===== src/rtl/aes_pkg.sv =====
// aes_pkg: shared GF(2^8) helpers, column count and FSM state encoding for the MixColumns engine
package aes_pkg;
  localparam int AES_NUM_COLS = 4;
  typedef enum logic [1:0] {IDLE, BUSY, HOLD} state_t;
  function automatic logic [7:0] xtime(input logic [7:0] x);
    return {x[6:0], 1'b0} ^ (x[7] ? 8'h1b : 8'h00);
  endfunction
  function automatic logic [7:0] gmul2(input logic [7:0] x);
    return xtime(x);
  endfunction
  function automatic logic [7:0] gmul3(input logic [7:0] x);
    return xtime(x) ^ x;
  endfunction
  function automatic logic [7:0] gmul9(input logic [7:0] x);
    return xtime(xtime(xtime(x))) ^ x;
  endfunction
  function automatic logic [7:0] gmul11(input logic [7:0] x);
    return xtime(xtime(xtime(x))) ^ xtime(x) ^ x;
  endfunction
  function automatic logic [7:0] gmul13(input logic [7:0] x);
    return xtime(xtime(xtime(x))) ^ xtime(xtime(x)) ^ x;
  endfunction
  function automatic logic [7:0] gmul14(input logic [7:0] x);
    return xtime(xtime(xtime(x))) ^ xtime(xtime(x)) ^ xtime(x);
  endfunction
endpackage


===== src/rtl/aes_mix_word.sv =====
// aes_mix_word: combinational (Inv)MixColumns of one 32-bit column; inverse matrix only built with MIXCOL_INV_EN
module aes_mix_word
  import aes_pkg::*;
(
  input  logic [31:0] w,
  input  logic        inv,
  output logic [31:0] y
);
  logic [7:0] a0, a1, a2, a3;
  logic [31:0] fwd;
  assign {a0, a1, a2, a3} = w;
  assign fwd = {gmul2(a0) ^ gmul3(a1) ^ a2 ^ a3,
                a0 ^ gmul2(a1) ^ gmul3(a2) ^ a3,
                a0 ^ a1 ^ gmul2(a2) ^ gmul3(a3),
                gmul3(a0) ^ a1 ^ a2 ^ gmul2(a3)};
`ifdef MIXCOL_INV_EN
  logic [31:0] bwd;
  assign bwd = {gmul14(a0) ^ gmul11(a1) ^ gmul13(a2) ^ gmul9(a3),
                gmul9(a0) ^ gmul14(a1) ^ gmul11(a2) ^ gmul13(a3),
                gmul13(a0) ^ gmul9(a1) ^ gmul14(a2) ^ gmul11(a3),
                gmul11(a0) ^ gmul13(a1) ^ gmul9(a2) ^ gmul14(a3)};
  assign y = inv ? bwd : fwd;
`else
  logic unused_inv;
  assign unused_inv = inv;
  assign y = fwd;
`endif
endmodule


===== src/rtl/aes_mix_columns_iter.sv =====
// aes_mix_columns_iter: handshaked iterative MixColumns, COLS_PER_CYCLE columns per clock; MIXCOL_INV_EN adds InvMixColumns
module aes_mix_columns_iter
  import aes_pkg::*;
#(
  parameter int COLS_PER_CYCLE = 1
) (
  input  logic         clk,
  input  logic         reset_n,
  input  logic         in_valid,
  output logic         in_ready,
  input  logic [127:0] data_in,
  input  logic         inverse,
  output logic         out_valid,
  input  logic         out_ready,
  output logic [127:0] data_out,
  output logic         busy
);
  localparam int N = AES_NUM_COLS / COLS_PER_CYCLE;
  localparam logic [1:0] LAST = 2'(N - 1);
  if (COLS_PER_CYCLE != 1 && COLS_PER_CYCLE != 2 && COLS_PER_CYCLE != 4) begin : g_bad_cols
    $error("COLS_PER_CYCLE must be 1, 2 or 4");
  end
  state_t state;
  logic [1:0] cnt;
  logic mode;
  logic [127:0] st, nxt;
  logic [31:0] cols [AES_NUM_COLS];
  logic [31:0] win [COLS_PER_CYCLE];
  logic [31:0] res [COLS_PER_CYCLE];
  assign data_out = st;
  for (genvar c = 0; c < AES_NUM_COLS; c++) begin : g_col
    assign cols[c] = st[127-32*c -: 32];
    assign nxt[127-32*c -: 32] = (cnt == 2'(c / COLS_PER_CYCLE)) ? res[c % COLS_PER_CYCLE] : cols[c];
  end
  for (genvar g = 0; g < COLS_PER_CYCLE; g++) begin : g_word
    assign win[g] = cols[2'(int'(cnt) * COLS_PER_CYCLE + g)];
    aes_mix_word u_word (.w(win[g]), .inv(mode), .y(res[g]));
  end
  // Control FSM and working register; the current column group is transformed in place each BUSY cycle
  always_ff @(posedge clk or negedge reset_n) begin
    if (!reset_n) begin
      state     <= IDLE;
      cnt       <= 2'd0;
      mode      <= 1'b0;
      st        <= 128'h0;
      in_ready  <= 1'b1;
      out_valid <= 1'b0;
      busy      <= 1'b0;
    end else begin
      case (state)
        IDLE: if (in_valid) begin
          st       <= data_in;
          mode     <= inverse;
          cnt      <= 2'd0;
          state    <= BUSY;
          in_ready <= 1'b0;
          busy     <= 1'b1;
        end
        BUSY: begin
          st  <= nxt;
          cnt <= (cnt == LAST) ? 2'd0 : cnt + 2'd1;
          if (cnt == LAST) begin
            state     <= HOLD;
            out_valid <= 1'b1;
          end
        end
        HOLD: if (out_ready) begin
          state     <= IDLE;
          out_valid <= 1'b0;
          busy      <= 1'b0;
          in_ready  <= 1'b1;
        end
        default: state <= IDLE;
      endcase
    end
  end
endmodule


===== config.mk =====
export PLATFORM = sky130hd
export DESIGN_NAME = aes_mix_columns_iter
export DESIGN_NICKNAME = d
export VERILOG_FILES = /design/src/rtl/aes_pkg.sv /design/src/rtl/aes_mix_word.sv /design/src/rtl/aes_mix_columns_iter.sv
export SDC_FILE = /design/constraint.sdc
export NUM_CORES = 1
export LEC_CHECK = 0
export ABC_AREA = 1
export CAP_MARGIN = 25
export CORE_AREA = 2 2 138 140
export DETAILED_ROUTE_END_ITERATION = 6
export DIE_AREA = 0 0 140 142
export GPL_ROUTABILITY_DRIVEN = 0
export GPL_TIMING_DRIVEN = 0
export PLACE_DENSITY_LB_ADDON = 0.25
export SLEW_MARGIN = 20
export SYNTH_ARGS = -nofsm -noshare
export SYNTH_HDL_FRONTEND = slang
export SYNTH_SLANG_ARGS = --single-unit
export TNS_END_PERCENT = 5

===== constraint.sdc =====
create_clock -name clk -period 4.55 [get_ports clk]
set_clock_uncertainty 0.15 [all_clocks]
set_input_delay 0.91 -clock clk [delete_from_list [all_inputs] [get_ports clk]]
set_output_delay 0.91 -clock clk [all_outputs]
set_load 0.05 [all_outputs]

==> metrics, run 1 <==
WL/cell ~20 microns; die area approximately 20,000 sq um; unrepaired setup endpoints after global routing false; clock sinks around 140; n_diodes 0; Chip Width roughly 140 microns; Initial Util 0.5203; DRT Pass-1 Iters 7; cell count after synthesis 1,574; critical path required time roughly 4.7 ns; Tcrit/Tclk final 0.7415; Worst Hold Class input pin to asynchronous set/reset pin; DRT iter0 DRCs about 1,700; reg2reg setup slack 1.18 ns; Top Ports about 260; Buffers on Ports between 200 and 300; final design utilization 0.7127; Worst-Skew Late Latency approximately 0.44 ns; FF+latch area ~3400 sq um; worst-path fanout max 10; clk slew on worst S/H paths around 0.060 ns; Cell Rows 50; hold_buf cts 0; status finished, violations left; DRC errors left 9; fmax roughly 300 MHz; Max H-tree Level 4; worst hold slack ~0.24 ns; Syn Area/Cell slightly above 6 sq um; first-pass GRT wire length between 60 and 70 mm; post-synthesis to final-layout area growth 36.98%; Yosys warning count 0; Crit Reg-Reg Endpoint data_out[126]; FF-to-FF Start cnt[1]; clk buf depth 2; vias in the first global route roughly 11,000; fin crit period between 3 and 4 ns; final hold violation count 0; via count 12,340; critical path arrival ~3.5 ns; total grt overflow 0; ANT nets after route 0; slew margin rel. 0.3327; commonest cells after routing, fill and taps aside nand2_1 (752), clkdlybuf4s50_1 (261), a21oi_1 (194); DPL Wire Length 30.42 mm; drt via density around 6; Reg2Reg Depth 9; Setup crit start kind input pin; nets roughly 2,000; Root Buffer clkbuf_16; Die Span Y ~140 microns; FF+latch count, synth approximately 140; Mapped Nets ~1,700; post-CTS sizing 0; synthesized area between 9000 and 10,000 sq um; CP Class input pin to flip-flop; fill count 1,538; CP endpoint kind flip-flop; Tot GR Track Use 0.4104; initial antenna violation count 1; Final Max Tran Viols 0; most common cell after layout, fill and taps aside nand2_1; final wirelength between 40 and 50 mm; Post-CTS Setup Repair Bufs 0; synth unique cells 25; TritonCTS clock tree yes; area of the multi-input gates around 5500 sq um; Slew @ Worst Pin 1.001 ns; Max-cap violations 0; register area share after synthesis 0.3519; share of layout cells above drive strength 1 0.06795; failing checks design-rule violations; Core Footprint 18,460 sq um; Setup-failing EPs final 0; largest net degree at the start of global routing 80; CTS buffer count 17
## kinds of logic (layout without fill, tap and decap cells)
group	Yosys count	count (layout)	share of synthesized area
AND/OR/NAND/NOR	1060	1060	0.4533
AO/OA/AOI/OAI	200	200	0.1046
buffers and inverters	170	465	0.07961
flip-flops	135	135	0.3519
XOR/XNOR	5	5	0.005342
adder cells (fa/ha/maj)	4	4	0.005212
## cells in the mapped netlist, drive strengths merged
cell type  number  area, sq um
a21oi         194        970.9
nand3b          5        37.54
dfstp           1        26.28
ha              4        50.05
a22o            1        8.760
buf            36        251.5
nand3         144        820.8
xnor2           5        51.30
inv           102        392.9
nand2         779         2997
or2             1        6.260
o21ai           5        25.02
clkbuf         32        120.1
dfrtp         134         3353
nor2          131        491.7
## state kept, by name, indices dropped and copies added (netlist names)
register	flops
state	2
in_ready	1
out_valid	1
busy	1
data_out	128
cnt	2
## metal layers
metal,up-vias,wire [microns],GRT usage
met5,-,27,0
met4,2,2638,0.2472
met3,193,5979,0.1090
met2,1042,18000,0.6407
met1,5565,14380,0.5137
li1,5540,-,-
## how the worst max path moves through the flow
stage | cells past startpoint | from | endpoint | slack, ns
detailed placement | 8 | in_valid | data_out[126] | 0.93
finish | 8 | in_valid | data_out[126] | 1.18
CTS | 8 | in_valid | data_out[126] | 1.36
floorplan | 7 | in_valid | data_out[107] | 2.41
global placement | 1 | reset_n | data_out[115] | -2.96
global route | 8 | in_valid | data_out[126] | 1.21
## layout make-up
type / count / area share
Multi-Input combinational cell: 1269 / 0.4150
Sequential cell: 135 / 0.2569
Timing Repair Buffer: 263 / 0.2018
Clock buffer: 17 / 0.03234
Inverter: 102 / 0.02987
Buffer: 68 / 0.02825
Tap cell: 234 / 0.02226
Clock inverter: 15 / 0.01351
## critical path: stages
cell	delay, ns
clkdlybuf4s50_1	0.40
nand2_1	0.19
inv_1	0.12
a21oi_1	0.78
inv_1	0.43
clkbuf_1	0.41
nor2_1	0.23
a21oi_1	0.06
## metrics by stage
stage / cell area (sq um) / cells / TNS (ns) / setup WS [ns]
after global placement: 12520 / 2070 / -395.46 / -2.958
after detailed placement: 12550 / 2071 / 0 / 0.9259
after global routing: 13150 / 2103 / 0 / 1.214
final: 13150 / 2103 / 0 / 1.176
after floorplan: 9603 / 1574 / 0 / 2.414
after CTS: 13150 / 2103 / 0 / 1.364
Power of run 1 is not shown: default switching activity piles up to over one toggle a cycle in this logic, so the estimate is an artifact.
==> inputs of run 2 (changes only) <==
CORE_AREA = 2 2 142 144   (was 2 2 138 140)
DIE_AREA = 0 0 144 146   (was 0 0 140 142)
clock period = 3.5 ns   (was 4.55 ns; I/O delays follow)
==> run 2 against run 1 <==
Net effect:
- the run still ends with design-rule violations left
- highest routed layer is now met4
- critical path depth is 2 higher
- via count is 0.88% lower
- worst setup slack worse by 0.68 ns
- cell count is 1.6% higher
- utilization is 3.2 points lower
- flip-flop and latch count stayed put
==> metrics, run 2 (synthesis gave the netlist of run 1 again) <==
status finished, violations left; failing checks design-rule violations; vias in the first global route 11,280 (-1.2%); post-synthesis to final-layout area growth 36.96% (about the same); via count 12,230 (-0.88%); Initial Util 0.4967 (-0.02367); unrepaired setup endpoints after global routing false; DR WL met2 18.09 mm (+0.48%); Worst Hold Class input pin to asynchronous set/reset pin; critical path arrival 3.22 ns (-0.32 ns); DPL Wire Length 30.88 mm (+1.5%); CP endpoint kind flip-flop; Cell Rows 51 (+2.0%); first-pass GRT wire length 62.18 mm (+0.20%); setup TNS 0 ns (unchanged); highest routed layer met4; fill count 1,676 (+9.0%); critical path required time 3.72 ns (-1.00 ns); Worst-Skew Late Latency 0.45 ns (about the same); most common cell after layout, fill and taps aside nand2_1; CTS buffer count 17 (unchanged); Setup-failing EPs final 0 (unchanged); Tot GR Track Use 0.3926 (-0.01779); Max H-tree Level 4 (unchanged); final wirelength 41.25 mm (+0.56%); share of layout cells above drive strength 1 0.06684 (-0.001106); Slew @ Worst Pin 0.9339 ns (-0.06697 ns); final hold violation count 0 (unchanged); largest net degree at the start of global routing 71 (-11%); slew margin rel. 0.3774 (+0.04464); Top Ports 264 (unchanged); total grt overflow 0 (unchanged); worst-path fanout max 11 (+1); Crit. Startpoint cnt[1]; initial antenna violation count 1 (unchanged); Root Buffer clkbuf_16; fmax roughly 330 MHz; CP Class flip-flop to flip-flop; WL/cell 19.31 microns (-1.0%); Met3 Routed Length 5.711 mm (-4.5%); Final Max Tran Viols 0 (unchanged); Tcrit/Tclk final 0.8572; final design utilization 0.6803 (-0.03249); Buffers on Ports 262 (unchanged); Max-cap violations 0 (unchanged); Die Span Y 146 microns (+2.8%); Post-Route M1 WL 14.65 mm (+1.9%); DRC errors left 2 (-7); clock sinks 135 (unchanged); nets 1,994 (+0.050%); Chip Width 144 microns (+2.9%); DRT iter0 DRCs 1,590 (-8.3%); clk slew on worst S/H paths 0.06 ns (about the same); commonest cells after routing, fill and taps aside nand2_1 (752), clkdlybuf4s50_1 (261), a21oi_1 (194); fin crit period approximately 3.0 ns; TritonCTS clock tree yes; drt via density 5.727 (-2.4%); DRT Pass-1 Iters 7 (unchanged); number of flip-flops in the largest register 128 (unchanged); die area 21,020 sq um (+5.8%); FF-to-FF Start cnt[1]; Core Footprint 19,330 sq um (+4.8%); Setup crit start kind flip-flop; ANT nets after route 0 (unchanged); hold_buf cts 0 (unchanged); post-CTS sizing 0 (unchanged); Post-CTS Setup Repair Bufs 0 (unchanged); clk buf depth 2 (unchanged)
==> run 2: changes by cell type in the layout (fill, tap and decap cells not counted), sizes merged <==
cell	delta
buf	+1
clkbuf	+4
inv	-3
bufinv	-2
diode	+1
clkinvlp	+1
==> run 2: cell type report <==
type | count | area [sq um] | share of cell area
antenna | 1 | 2.502 | 0.0001903
buffer | 68 | 371.6 | 0.02825
clock buffer | 21 | 450.4 | 0.03425
clock inverter | 11 | 102.6 | 0.007801
inverter | 102 | 392.9 | 0.02987
multi-input combinational | 1269 | 5459 | 0.4151
sequential | 135 | 3379 | 0.2569
tap | 265 | 331.6 | 0.02521
timing repair buffer | 264 | 2663 | 0.2024
==> run 2: final timing paths <==
path	end	slack (ns)	depth (start not counted)
setup / recovery	data_out[96]	0.50	10
hold / removal	data_out[30]	0.05	1
setup reg to reg	data_out[96]	0.50	10
hold reg to reg	in_ready	0.35	2
max in group asynchronous	data_out[18]	2.39	2
min in group clk	in_ready	0.35	2
==> run 2: per-stage QoR <==
step | instances | area, sq um | setup slack, ns | hold WS [ns]
3_5_place_dp | 2102 | 12590 | 0.01530 | 0.3421
6_report | 2136 | 13150 | 0.4997 | 0.05254
2_1_floorplan | 1574 | 9603 | 1.476 | 0.2544
3_3_place_gp | 2101 | 12560 | -3.783 | 0.3279
4_1_cts | 2134 | 13140 | 0.3012 | 0.07872
5_1_grt | 2135 | 13150 | 0.4590 | 0.09670
==> run 2: worst max-delay path: stages, from the launching register on <==
cell and delay, ns:
dfrtp_1 0.42, buf_4 0.21, inv_4 0.13, buf_2 0.33
ha_1 0.21, a21oi_1 0.14, buf_4 0.23, inv_1 0.32
clkbuf_1 0.55, nor2_1 0.08, a21oi_1 0.16
==> run 2: per-layer routing <==
layer | vias up | global-route usage
met5 | - | 0
met4 | 0 | 0.2358
met3 | 196 | 0.1191
met2 | 934 | 0.5921
met1 | 5575 | 0.4929
li1 | 5528 | -
Power of run 2 is left out for the same reason.
==> inputs of run 3 (changes only) <==
SLEW_MARGIN = 5   (was 20)
==> run 3 against run 2 <==
Net effect:
- the flow still finishes with violations (design-rule violations)
- worst hold slack improved by 0.057 ns
- flip-flop and latch count did not move
- register-to-register slack lost 0.04 ns
- worst setup slack worse by 0.041 ns
- utilization is essentially flat
- first-iteration DRC count fell by 4.5%
==> metrics, run 3 (synthesis gave the netlist of run 1 again) <==
status finished, violations left; failing checks design-rule violations; worst-path fanout max 11 (unchanged); final wirelength 41.28 mm (about the same); Placement Cell Area 12,590 sq um (about the same); clk buf depth 2 (unchanged); total grt overflow 0 (unchanged); Setup crit start kind flip-flop; Buffers on Ports 262 (unchanged); fmax 328.8 MHz (-1.3%); FF-to-FF Start cnt[1]; Reg2Reg Depth 9 (-1); Worst-Skew Late Latency 0.45 ns (about the same); first-pass GRT wire length 62.20 mm (about the same); Tcrit/Tclk final 0.8688 (+0.01160); post-CTS sizing 0 (unchanged); CP endpoint kind flip-flop; commonest cells after routing, fill and taps aside nand2_1 (752), clkdlybuf4s50_1 (261), a21oi_1 (194); most common cell after layout, fill and taps aside nand2_1; slowest CP cell a21oi_1; fin crit period 3.041 ns (+0.04061 ns); Post-CTS Setup Repair Bufs 0 (unchanged); area of the multi-input gates 5459 sq um (unchanged); final hold violation count 0 (unchanged); unrepaired setup endpoints after global routing false; Crit path max-delay family buffers and inverters; hold_buf cts 0 (unchanged); WL/cell 19.32 microns (about the same); Slew @ Worst Pin 0.9814 ns (+0.04744 ns); critical-path cell list buf_4 > inv_4 > buf_2 > ha_1 > a21oi_1 > inv_1 > clkbuf_1 > nor2_1 > a21oi_1; FF+latch area 3379 sq um (unchanged); Core Footprint 19,330 sq um (unchanged); Cell Rows 51 (unchanged); via count 12,230 (-0.065%); critical path required time 3.66 ns (-0.06 ns); initial antenna violation count 1 (unchanged); DRT iter0 DRCs 1,519 (-4.5%); Max H-tree Level 4 (unchanged); critical path arrival 3.20 ns (-0.02 ns); number of flip-flops in the largest register 128 (unchanged); Chip Width 144 microns (unchanged); Tot GR Track Use 0.3928 (about the same); post-synthesis to final-layout area growth 36.93% (about the same); setup TNS 0 ns (unchanged); Final Max Tran Viols 0 (unchanged); CP peak stage delay 0.60 ns (+0.05 ns); Initial Util 0.4967 (unchanged); ANT nets after route 0 (unchanged); clk slew on worst S/H paths 0.06 ns (about the same); reg2reg setup slack 0.46 ns (-0.04 ns); Setup-failing EPs final 0 (unchanged); CP Class flip-flop to flip-flop; largest net degree at the start of global routing 71 (unchanged); Die Span Y 146 microns (unchanged); fill count 1,679 (+0.18%); Top Ports 264 (unchanged); share of layout cells above drive strength 1 0.06684 (unchanged); nets 1,994 (unchanged); Worst Hold Class input pin to asynchronous set/reset pin; crit-path most repeated cell a21oi_1; slew margin rel. 0.3457 (-0.03163); vias in the first global route 11,280 (-0.053%); TritonCTS clock tree yes; Crit Reg-Reg Endpoint data_out[78]; clock sinks 135 (unchanged); Root Buffer clkbuf_16; DPL Wire Length 30.88 mm (about the same); die area 21,020 sq um (unchanged); drt via density 5.723 (about the same); CTS buffer count 17 (unchanged); DRT Pass-1 Iters 7 (unchanged); DRC errors left 1 (-1); CP Buf/Inv Count 5 (-1); Max-cap violations 0 (unchanged); post-route cell area 13,150 sq um (about the same)
## run 3: per-layer routing
metal,part of all wire,up-vias,wire (microns),track usage
li1,-,5528,-,-
met5,0,-,0,0
met1,0.36,5563,14830,0.4937
met3,0.14,208,5614,0.1191
met4,0.068,0,2793,0.2358
met2,0.44,926,18040,0.5919
## run 3: worst max path at each step
stage / start / cells after the start / end / slack (ns)
4_1_cts: cnt[1] / 9 / data_out[118] / 0.30
5_1_grt: cnt[1] / 8 / data_out[78] / 0.46
6_report: cnt[1] / 9 / data_out[78] / 0.46
2_1_floorplan: cnt[0] / 10 / data_out[107] / 1.48
3_3_place_gp: reset_n / 1 / data_out[50] / -3.78
3_5_place_dp: in_valid / 8 / data_out[96] / 0.02
## run 3: cell type report
type / instances / share of cell area
flip-flops and latches: 135 / 0.2570
well taps: 265 / 0.02522
clock inverters: 11 / 0.007803
clock buffers: 21 / 0.03426
plain buffers: 68 / 0.02826
repair buffers: 264 / 0.2022
inverters: 102 / 0.02988
multi-input cells: 1269 / 0.4152
diodes: 1 / 0.0001903
## run 3: per-stage QoR
stage,util,worst slack (ns),hold slack (ns),std cells
final,0.6801,0.4591,0.1093,2136
after detailed placement,0.6509,0.01530,0.3421,2102
after floorplan,-,1.476,0.2544,1574
after global placement,0.6495,-3.783,0.3279,2101
after global routing,0.6799,0.4590,0.1628,2135
after CTS,0.6795,0.3012,0.1349,2134
## run 3: worst register-to-register path: cells and delay by family (launching register included)
kind | cells | cell delay (ns)
adders and majority gates | 1 | 0.24
DFF | 1 | 0.40
AOI/OAI and AO/OA | 2 | 0.66
buffers and inverters | 5 | 1.27
and+or+nand+nor | 1 | 0.20
Power of run 3 is left out for the same reason.
